$ cat config.mk
export PLATFORM = sky130hd
export DESIGN_NAME = branch_ctrl
export DESIGN_NICKNAME = d
export VERILOG_FILES = /design/src/rtl/rv32i_pkg.sv /design/src/rtl/sat_counter.sv /design/src/rtl/branch_ctrl.sv
export SDC_FILE = /design/constraint.sdc
export NUM_CORES = 1
export LEC_CHECK = 0
export CORE_AREA = 2 2 119 121
export DETAILED_ROUTE_END_ITERATION = 12
export DIE_AREA = 0 0 121 123
export MAX_ROUTING_LAYER = met4
export PLACE_DENSITY_LB_ADDON = 0.05
export SETUP_SLACK_MARGIN = 0.4
export SYNTH_ARGS = -nofsm -noshare
export SYNTH_HDL_FRONTEND = slang
export SYNTH_SLANG_ARGS = --single-unit
$ cat constraint.sdc
create_clock -name clk -period 2.8 [get_ports clk]
set_input_delay 0.42 -clock clk [delete_from_list [all_inputs] [get_ports clk]]
set_output_delay 0.42 -clock clk [all_outputs]
set_load 0.005 [all_outputs]
$ cat src/rtl/rv32i_pkg.sv
// Shared RV32I encodings and the branch-control state type.
package rv32i_pkg;

  localparam logic [2:0] F3_BEQ  = 3'b000;
  localparam logic [2:0] F3_BNE  = 3'b001;
  localparam logic [2:0] F3_BLT  = 3'b100;
  localparam logic [2:0] F3_BGE  = 3'b101;
  localparam logic [2:0] F3_BLTU = 3'b110;
  localparam logic [2:0] F3_BGEU = 3'b111;

  localparam logic [6:0] OP_BRANCH = 7'b1100011;
  localparam logic [6:0] OP_JAL    = 7'b1101111;
  localparam logic [6:0] OP_JALR   = 7'b1100111;

  typedef enum logic [1:0] {
    IDLE     = 2'd0,
    REDIRECT = 2'd1,
    SQUASH   = 2'd2
  } br_state_t;

endpackage

$ cat src/rtl/sat_counter.sv
// Saturating up-counter with synchronous clear; clear beats increment.
module sat_counter #(
  parameter int CNT_W = 32
) (
  input  logic             clk,
  input  logic             rst_n,
  input  logic             i_clr,
  input  logic             i_inc,
  output logic [CNT_W-1:0] o_count
);

  logic [CNT_W-1:0] r_count;

  always_ff @(posedge clk or negedge rst_n) begin
    if (!rst_n) begin
      r_count <= '0;
    end else if (i_clr) begin
      r_count <= '0;
    end else if (i_inc && (r_count != '1)) begin
      r_count <= r_count + 1'b1;
    end
  end

  assign o_count = r_count;

endmodule

$ cat src/rtl/branch_ctrl.sv
// EX-stage branch resolve, PC redirect / IF-ID flush sequencing, perf counters.
// state    | meaning
// IDLE     | accepting resolve events, no flush
// REDIRECT | one cycle: pc_sel and both flushes asserted
// SQUASH   | flushes held until the flush counter runs out (frozen by stall)
module branch_ctrl
  import rv32i_pkg::*;
#(
  parameter int XLEN         = 32,
  parameter int FLUSH_CYCLES = 2,
  parameter int CNT_W        = 32
) (
  input  logic             clk,
  input  logic             rst_n,
  input  logic             ex_valid,
  input  logic             ex_is_branch,
  input  logic             ex_is_jump,
  input  logic [2:0]       ex_funct3,
  input  logic [XLEN-1:0]  ex_target,
  input  logic             stall,
  input  logic             br_less,
  input  logic             br_equal,
  input  logic             cnt_clr,
  output logic             br_un,
  output logic             pc_sel,
  output logic [XLEN-1:0]  pc_target,
  output logic             flush_if,
  output logic             flush_id,
  output logic             illegal_br,
  output logic             busy,
  output logic [CNT_W-1:0] br_cnt,
  output logic [CNT_W-1:0] taken_cnt
);

  br_state_t       r_state;
  logic [2:0]      r_flush_cnt;
  logic [XLEN-1:0] r_pc_target;
  logic            r_illegal;

  logic w_cond_taken;
  logic w_illegal_f3;
  logic w_resolve;
  logic w_cond;
  logic w_take;
  logic w_br_inc;
  logic w_tk_inc;

  assign br_un = ex_funct3[1];

  always_comb begin
    w_cond_taken = 1'b0;
    w_illegal_f3 = 1'b0;
    case (ex_funct3)
      F3_BEQ:  w_cond_taken = br_equal;
      F3_BNE:  w_cond_taken = !br_equal;
      F3_BLT:  w_cond_taken = br_less;
      F3_BGE:  w_cond_taken = !br_less;
      F3_BLTU: w_cond_taken = br_less;
      F3_BGEU: w_cond_taken = !br_less;
      default: w_illegal_f3 = 1'b1;
    endcase
  end

  // Only IDLE resolves; anything presented while busy is wrong-path.
  assign w_resolve = (r_state == IDLE) && ex_valid && !stall && (ex_is_branch || ex_is_jump);
  assign w_cond    = w_resolve && ex_is_branch && !ex_is_jump;
  assign w_take    = (w_resolve && ex_is_jump) || (w_cond && w_cond_taken && !w_illegal_f3);
  assign w_br_inc  = w_cond && !w_illegal_f3;
  assign w_tk_inc  = w_br_inc && w_cond_taken;

  always_ff @(posedge clk or negedge rst_n) begin
    if (!rst_n) begin
      r_state     <= IDLE;
      r_flush_cnt <= 3'd0;
      r_pc_target <= '0;
      r_illegal   <= 1'b0;
    end else begin
      r_illegal <= w_cond && w_illegal_f3;
      case (r_state)
        IDLE: begin
          if (w_take) begin
            r_state     <= REDIRECT;
            r_pc_target <= ex_target;
          end
        end
        REDIRECT: begin
          if (FLUSH_CYCLES == 1) begin
            r_state <= IDLE;
          end else begin
            r_flush_cnt <= 3'(FLUSH_CYCLES - 1);
            r_state     <= SQUASH;
          end
        end
        SQUASH: begin
          if (!stall) begin
            r_flush_cnt <= r_flush_cnt - 3'd1;
            if (r_flush_cnt == 3'd1) begin
              r_state <= IDLE;
            end
          end
        end
        default: r_state <= IDLE;
      endcase
    end
  end

  assign pc_sel     = (r_state == REDIRECT);
  assign flush_if   = (r_state != IDLE);
  assign flush_id   = (r_state != IDLE);
  assign busy       = (r_state != IDLE);
  assign pc_target  = r_pc_target;
  assign illegal_br = r_illegal;

  sat_counter #(.CNT_W(CNT_W)) u_br_cnt (
    .clk     (clk),
    .rst_n   (rst_n),
    .i_clr   (cnt_clr),
    .i_inc   (w_br_inc),
    .o_count (br_cnt)
  );

  sat_counter #(.CNT_W(CNT_W)) u_taken_cnt (
    .clk     (clk),
    .rst_n   (rst_n),
    .i_clr   (cnt_clr),
    .i_inc   (w_tk_inc),
    .o_count (taken_cnt)
  );

endmodule

==> impl_metrics.csv, run 1 <==
group,metric,value,unit
final_layout,syn2layout_area_growth,44.6,%
worst_setup_path,path_class,"in -> reg",
timing,fin_tns_setup,0,ps
clocking,cts_made_buffers,9,
drt,wl_met1,6.51,mm
global_routing,antenna_found_initial,0,
place,gp_congestion,0.804,
clocking,clkTransAtPathRegs,70,ps
worst_setup_path,arrival,2610,ps
power_and_ir_drop,p_per_area,580,nW/µm²
logic_synthesis,synth_edf_count,0,
logic_synthesis,synth.distinct_cells,51,
global_routing,grt_pass1_vias,4453,
drt,antenna_left,0,
worst_setup_path,required,3030,ps
clocking,cts_sinks,102,
timing,holdWs,112,ps
final_layout,diodes,0,
worst_setup_path,worst-path-max-fanout,14,
drt,wl_per_cell,16.1,µm
power_and_ir_drop,leakage,2.84,nW
drt,via_count,4659,
logic_synthesis,synth_nets,559,
global_routing,grt_max_degree,58,
place,hpwl,9.73,mm
floorplanning,die_h,123,µm
clocking,clkLatencyLatePin,350,ps
logic_synthesis,ys.flop_type,"dfrtp_1",
power_and_ir_drop,ir_worst_vdd,0.000415,V
timing,setup_ws,419,ps
job,maxCapViolCount,0,
hold_path,hold_path.class,"in -> async",
drt,firstDrtPassIters,5,
floorplanning,initial_utilization,0.382,
clocking,cts_tree,"done",
timing,skew,6.66,ps
timing,fin_crit,2380,ps
place,io_buffers,145,
logic_synthesis,netlist_area,5200,µm²
floorplanning,die-area,14900,µm²
timing,slew_headroom,0.312,
timing,worst_pin_slew,1030,ps
floorplanning,die_width,121,µm
drt,drc,0,
place,pre_cts_slack,-48.2,ps
worst_setup_path,cp-start-kind,"input port",
drt,dr_wl_met3,654,µm
timing,period_share,0.850,
timing,hold_violations,0,
global_routing,grt_pass1_wl,22.6,mm
drt,top_layer,"met4",
clocking,cts_hold_buf,0,
logic_synthesis,yosys_warnings,0,
final_layout,final_cell_mix,"clkdlybuf4s50_1, dfrtp_1, a21oi_1",
logic_synthesis,syn_avg_cell_area,10.2,µm²
timing,rsz0062_at_grt,"true",
final_layout,final_common_cell,"clkdlybuf4s50_1",
global_routing,grt-ovfl-total,0,
run_status,status,"finished clean",
timing,setup_viol,0,
logic_synthesis,yosysSeqAreaShare,0.491,
floorplanning,design.portCount,146,
global_routing,grt_util_all_layers,0.196,
logic_synthesis,syn_inst,511,
floorplanning,num_rows,43,
drt,vias_per_cell,5.37,
clocking,cts_max_path_buffers,2,
worst_setup_path,cp-end-kind,"register",
clocking,cts_root_buf,"clkbuf_16",
drt,wl_met2,6.65,mm
logic_synthesis,async_flop_share,1.00,
drt,routed_wl,14.0,mm
final_layout,fin_util,0.552,
logic_synthesis,ys_ff_latch,102,
final_layout,layout.nets,730,
final_layout,fillers,1211,
timing,fmax,420,MHz
clocking,cts_max_level,3,
timing,maxSlewViolCount,0,
drt,drtIter0Drc,257,
floorplanning,core_area,13600,µm²
final_layout,drive_gt1_frac,0.166,
[synthesized netlist by cell type, types with 2 or more instances]
master    count  area (µm²)
and4_1        9        78.8
and3_1        6        37.5
mux2i_1       2        20.0
nor2b_1       9        56.3
or4_1        17         128
nand2_1      26        97.6
xor2_1        3        26.3
mux2_2       39         439
o31ai_1      15         113
clkbuf_1     13        48.8
a21oi_1      50         250
and2_1        4        25.0
ha_1          4        50.1
nor4_2        2        25.0
or3_1        32         200
nor3_1       10        50.1
o21ba_2       2        20.0
mux2_1        2        22.5
dfrtp_1     102        2550
nor2_1       26        97.6
nor4_1        7        43.8
nand4_1      21         131
nand3_1      21         105
buf_4         3        22.5
inv_1        15        56.3
o21ai_0      34         170
o31a_1        3        26.3
nand2b_1      4        25.0
xnor2_1       2        17.5
buf_6         2        22.5
buf_2         6        30.0
[critical path, cell delays in order]
cell and delay [ps]:
clkdlybuf4s50_1 430, or4b_4 500, buf_6 170, nor2_8 150, nand2_1 80, buf_6 170
o21ai_4 140, clkbuf_16 210, mux2_2 320
[per-layer routing]
metal,GRT usage,vias to the layer above
li1,-,2250
met1,0.257,2274
met2,0.309,124
met3,0.0355,11
met4,0.0625,0
met5,-,-
[area by class of cell]
type	instances	area, µm²	area share
Clock buffer	10	239	0.0318
Tap cell	180	225	0.0300
Inverter	15	56.3	0.00749
Clock inverter	6	85.1	0.0113
Timing Repair Buffer	183	1810	0.240
Multi-Input combinational cell	371	2550	0.339
Sequential cell	102	2550	0.340
[logic make-up after synthesis]
| group | after synthesis | share of synthesized area |
|---|---|---|
| mux | 43 | 0.0926 |
| compound gates | 114 | 0.130 |
| buf+inv | 39 | 0.0346 |
| xor+xnor | 5 | 0.00842 |
| flops | 102 | 0.491 |
| simple gates | 204 | 0.234 |
| fa+ha+maj | 4 | 0.00962 |
[stage by stage]
step | cell area, µm² | cells | power (W)
after CTS | 7380 | 857 | 0.00439
after detailed placement | 6980 | 838 | 0.00299
after global routing | 7520 | 867 | 0.00457
final | 7520 | 867 | 0.00436
after global placement | 6980 | 838 | 0.00296
after floorplan | 5200 | 511 | 0.00227
[timing repair]
action                     4_1_cts  5_1_grt
setup buffers                    2        8
hold endpoints to repair         0        0
pin swaps                        5       10
setup endpoints to repair       70       62
resized for setup                6        7
cloned                           1        2
[flip-flops by register name, summed over array words and instances, names as in the netlist]
| signal | count |
|---|---|
| u_taken_cnt.o_count | 32 |
| r_flush_cnt | 3 |
| pc_target | 32 |
| u_br_cnt.o_count | 32 |
| illegal_br | 1 |
| r_state | 2 |
[final timing paths]
check	from	end	slack (ps)	depth (start not counted)
max in group asynchronous	rst_n	u_taken_cnt.o_count[23]$_DFFE_PN0P_	1950	2
worst min register to register	pc_target[26]$_DFFE_PN0P_	pc_target[26]$_DFFE_PN0P_	510	1
worst min-delay path	rst_n	r_flush_cnt[0]$_DFFE_PN0P_	110	1
worst max-delay path	stall	pc_target[18]$_DFFE_PN0P_	420	9
min in group clk	pc_target[26]$_DFFE_PN0P_	pc_target[26]$_DFFE_PN0P_	510	1
worst max register to register	r_state[1]$_DFFE_PN0P_	pc_target[18]$_DFFE_PN0P_	430	8
[power by group]
group	switching, W	internal (W)	total [W]	leakage (nW)
Combinational	0.000374	0.000742	0.00112	1.34
Sequential	0.000139	0.00173	0.00187	1.35
Clock	0.000573	0.000805	0.00138	0.154
Total	0.00109	0.00328	0.00436	2.84
(Power assumes the default switching activity.)
==> run 2, diff against run 1 <==
- GPL_TIMING_DRIVEN: not set -> 0
==> impl_metrics.csv, run 2 (synthesized netlist as in run 1, its figures left out) <==
group,metric,value,unit
global_routing,grt_pass1_vias,4693,
run_status,status,"finished clean",
timing,hold_violations,0,
worst_setup_path,cp-start-kind,"register",
worst_setup_path,cp-end-kind,"register",
power_and_ir_drop,ir_worst_vdd,0.000384,V
drt,routed_wl,14.9,mm
power_and_ir_drop,leakage,2.92,nW
place,io_buffers,145,
drt,via_count,4804,
worst_setup_path,worst-path-max-fanout,8,
clocking,cts_max_path_buffers,2,
clocking,cts_made_buffers,9,
timing,rsz0062_at_grt,"true",
clocking,cts_tree,"done",
worst_setup_path,arrival,2600,ps
final_layout,final_common_cell,"clkdlybuf4s50_1",
global_routing,grt_util_all_layers,0.213,
floorplanning,num_rows,43,
place,hpwl,10.4,mm
final_layout,syn2layout_area_growth,45.6,%
worst_setup_path,crit_chain,"or4b_4, buf_8, nor2_8, nand4_1, buf_6, nor3_1, mux2_2",
hold_path,hold_path.class,"in -> async",
timing,worst_pin_slew,746,ps
timing,maxSlewViolCount,0,
clocking,clkLatencyLatePin,350,ps
floorplanning,die_width,121,µm
job,maxCapViolCount,0,
timing,fin_crit,2360,ps
drt,drtIter0Drc,373,
worst_setup_path,max_stage_delay,540,ps
clocking,clkTransAtPathRegs,70,ps
final_layout,fillers,1207,
final_layout,layout.nets,741,
floorplanning,core_area,13600,µm²
worst_setup_path,required,3040,ps
global_routing,grt_max_degree,56,
place,gp_congestion,0.862,
floorplanning,die_h,123,µm
floorplanning,die-area,14900,µm²
timing,period_share,0.844,
timing,fmax,423,MHz
global_routing,antenna_found_initial,0,
clocking,cts_root_buf,"clkbuf_16",
floorplanning,design.portCount,146,
drt,drc,0,
drt,firstDrtPassIters,4,
worst_setup_path,critPathSlowestCell,"or4b_4",
drt,antenna_left,0,
timing,slew_headroom,0.501,
timing,fin_tns_setup,0,ps
timing,skew,6.04,ps
clocking,cts_sinks,102,
final_layout,diodes,0,
final_layout,drive_gt1_frac,0.179,
clocking,cts_hold_buf,0,
clocking,cts_max_level,3,
power_and_ir_drop,p_per_area,569,nW/µm²
final_layout,fin_util,0.556,
drt,vias_per_cell,5.47,
floorplanning,initial_utilization,0.382,
worst_setup_path,path_class,"reg -> reg",
final_layout,final_cell_mix,"clkdlybuf4s50_1, dfrtp_1, a21oi_1",
global_routing,grt-ovfl-total,0,
drt,wl_per_cell,17.0,µm
global_routing,grt_pass1_wl,24.0,mm
timing,setup_viol,0,
[run 2: cell count changes in the layout (fill, tap and decap cells not counted), sizes merged]
cell and delta:
bufinv -1, dlygate4sd2 +1, inv +1, o31ai -1
clkdlybuf4s50 -1, clkinv +1, buf -1, dlymetal6s2s +1
clkbuf +12, clkinvlp -1
[run 2: final timing paths]
path	start	to	slack, ps	cells after the start
max in group asynchronous	rst_n	u_br_cnt.o_count[0]$_DFFE_PN0P_	1980	2
min reg2reg	pc_target[6]$_DFFE_PN0P_	pc_target[6]$_DFFE_PN0P_	510	1
max reg2reg	r_state[1]$_DFFE_PN0P_	u_taken_cnt.o_count[28]$_DFFE_PN0P_	440	7
max	r_state[1]$_DFFE_PN0P_	u_taken_cnt.o_count[28]$_DFFE_PN0P_	440	7
min	rst_n	r_flush_cnt[0]$_DFFE_PN0P_	100	1
min in group clk	pc_target[6]$_DFFE_PN0P_	pc_target[6]$_DFFE_PN0P_	510	1
[run 2: worst max-delay path, delay by kind of cell (launching register included)]
kind,cells,cell delay [ps]
buf+inv,2,350
flops,1,410
mux,1,360
simple gates,4,1130
[run 2: area by class of cell]
class / count / area [µm²] / share of cell area
Buffer: 24 / 166 / 0.0220
Clock buffer: 10 / 239 / 0.0316
Clock inverter: 6 / 68.8 / 0.00909
Inverter: 15 / 56.3 / 0.00743
Multi-Input combinational cell: 370 / 2580 / 0.341
Sequential cell: 102 / 2560 / 0.338
Tap cell: 180 / 225 / 0.0297
Timing Repair Buffer: 171 / 1680 / 0.222
[run 2: layer usage]
metal	share of wire	wire length, µm	up-vias	GRT usage
met5	0	0	-	-
met4	0.010	152	0	0.0734
met3	0.048	716	12	0.0304
met2	0.48	7150	142	0.340
met1	0.46	6920	2366	0.279
li1	-	-	2284	-
[run 2: repair_timing]
item,CTS,global route
gates resized for setup,22,21
pin swaps,7,9
setup buffers,13,12
setup endpoints to repair,90,54
[run 2: power breakdown]
| part | internal [W] | total [W] | leakage, nW | switching [W] |
|---|---|---|---|---|
| logic | 0.000749 | 0.00113 | 1.43 | 0.000379 |
| clock network | 0.000724 | 0.00132 | 0.149 | 0.000597 |
| registers | 0.00173 | 0.00186 | 1.34 | 0.000131 |
[run 2: through the flow]
step,hold WS [ps],area (µm²),power (W),worst slack (ps),instances
3_3_place_gp,490,6880,0.00297,-2830,836
4_1_cts,116,7410,0.00435,399,866
6_report,96.8,7570,0.00431,438,878
2_1_floorplan,124,5200,0.00227,475,511
5_1_grt,141,7570,0.00452,354,878
3_5_place_dp,495,6900,0.00300,-408,837
==> run 3, diff against run 2 <==
- clock period: 2.8 -> 2.4 ns (I/O delays scaled with it)
==> impl_metrics.csv, run 3 (synthesized netlist as in run 1, its figures left out) <==
group,metric,value,unit
worst_setup_path,required,2670,ps
final_layout,drive_gt1_frac,0.265,
worst_setup_path,cp-start-kind,"register",
power_and_ir_drop,p_clk_frac,0.290,
drt,drtIter0Drc,295,
floorplanning,die_width,121,µm
final_layout,layout.nets,757,
floorplanning,num_rows,43,
clocking,cts_sinks,102,
drt,wl_per_cell,17.1,µm
timing,hold_violations,0,
timing,setup_viol,0,
final_layout,syn2layout_area_growth,54.2,%
drt,antenna_left,0,
global_routing,grt_pass1_vias,4894,
worst_setup_path,path_class,"reg -> reg",
power_and_ir_drop,power.internal,0.00364,W
worst_setup_path,cp-end-kind,"register",
clocking,cts_max_level,3,
global_routing,grt_util_all_layers,0.213,
global_routing,antenna_found_initial,0,
power_and_ir_drop,p_sw,0.00131,W
clocking,cts_max_path_buffers,2,
worst_setup_path,reg2reg_slack,70,ps
drt,via_count,4865,
drt,vias_per_cell,5.44,
timing,skew,7.79,ps
place,gp_congestion,0.865,
clocking,clkTransAtPathRegs,70,ps
final_layout,fillers,1145,
global_routing,grt-ovfl-total,0,
worst_setup_path,arrival,2600,ps
floorplanning,die_h,123,µm
clocking,cts_tree,"done",
clocking,cts_root_buf,"clkbuf_16",
global_routing,grt_max_degree,59,
drt,firstDrtPassIters,4,
timing,rsz0062_at_grt,"true",
final_layout,fin_util,0.589,
final_layout,final_cell_mix,"clkdlybuf4s50_1, dfrtp_1, mux2_2",
floorplanning,design.portCount,146,
timing,slew_headroom,0.573,
floorplanning,core_area,13600,µm²
timing,period_share,0.970,
run_status,status,"finished clean",
timing,fin_tns_setup,0,ps
power_and_ir_drop,combPwrFrac,0.272,
power_and_ir_drop,ir_worst_vdd,0.000556,V
final_layout,fin_cells,894,
power_and_ir_drop,leakage,3.10,nW
place,dpl_cell_area,6990,µm²
place,io_buffers,145,
drt,drc,0,
floorplanning,die-area,14900,µm²
power_and_ir_drop,pwr-share-seq,0.438,
hold_path,hold_path.class,"in -> async",
final_layout,final_common_cell,"clkdlybuf4s50_1",
power_and_ir_drop,finalPower,0.00495,W
timing,fmax,430,MHz
clocking,clkLatencyLatePin,350,ps
clocking,cts_made_buffers,9,
power_and_ir_drop,p_per_area,618,nW/µm²
floorplanning,initial_utilization,0.382,
timing,worst_pin_slew,640,ps
worst_setup_path,worst-path-max-fanout,7,
final_layout,diodes,0,
clocking,cts_hold_buf,0,
drt,routed_wl,15.3,mm
global_routing,grt_pass1_wl,24.7,mm
place,hpwl,10.3,mm
final_layout,design_area,8020,µm²
timing,maxSlewViolCount,0,
place,placed_cells,837,
power_and_ir_drop,netSwitchingFraction,0.264,
timing,fin_crit,2330,ps
job,maxCapViolCount,0,
## run 3: changes by cell type in the layout (fill, tap and decap cells not counted), moves of 4 or more
cell and change:
mux2_4 +4, o21ai_1 +16, a21oi_2 +19, or4_4 +5
o21ai_0 -16, or4_1 -5, nor3_1 -5, buf_6 +7
o31ai_1 -5, buf_4 +6, a21oi_1 -19
## run 3: worst max-delay path, stage by stage (launching register included)
cell	delay, ps
dfrtp_2	400
or4b_4	560
buf_6	170
nor2_8	150
nand4_1	180
buf_6	180
or4_1	470
a21oi_1	140
## run 3: area by class of cell
cell class	instances	area [µm²]	area share
plain buffers	24	183	0.0228
clock buffers	10	239	0.0298
clock inverters	6	43.8	0.00546
inverters	15	56.3	0.00702
multi-input cells	370	2860	0.357
flip-flops and latches	102	2550	0.318
well taps	180	225	0.0281
repair buffers	187	1860	0.232
## run 3: metrics by stage
step	setup WS (ps)	hold WS, ps
finish	72.4	27.7
detailed placement	-641	420
global route	-23.5	75.0
CTS	52.5	44.9
global placement	-3170	489
floorplan	249	64.4
## run 3: what timing repair did
item,CTS,global route
gates cloned,1,1
hold endpoints to repair,0,0
pin swaps,42,14
gates resized for setup,48,68
buffers inserted,29,10
setup endpoints to repair,99,100
## run 3: worst paths after layout
kind | to | depth (start not counted) | start
worst max register to register | u_taken_cnt.o_count[26]$_DFFE_PN0P_ | 7 | r_state[0]$_DFFE_PN0P_
worst min-delay path | u_taken_cnt.o_count[5]$_DFFE_PN0P_ | 1 | rst_n
worst min register to register | pc_target[25]$_DFFE_PN0P_ | 1 | pc_target[25]$_DFFE_PN0P_
max in group asynchronous | r_state[0]$_DFFE_PN0P_ | 2 | rst_n
min in group clk | pc_target[25]$_DFFE_PN0P_ | 1 | pc_target[25]$_DFFE_PN0P_
worst max-delay path | u_taken_cnt.o_count[26]$_DFFE_PN0P_ | 7 | r_state[0]$_DFFE_PN0P_
## run 3: layer usage
metal	wire, µm	GRT usage	vias to the layer above	share of wire
li1	-	-	2310	-
met1	6610	0.272	2441	0.43
met2	7840	0.339	100	0.51
met3	636	0.0438	14	0.042
met4	189	0.0749	0	0.012
met5	0	-	-	0
## run 3: power by group through the flow
stage / clock [W] / sequential [W] / combinational (W)
final: 0.00144 / 0.00217 / 0.00134
after global placement: 0 / 0.00220 / 0.00128
after global routing: 0.00154 / 0.00222 / 0.00145
after floorplan: 0 / 0.00222 / 0.000440
after detailed placement: 0 / 0.00221 / 0.00130
after CTS: 0.00148 / 0.00217 / 0.00134
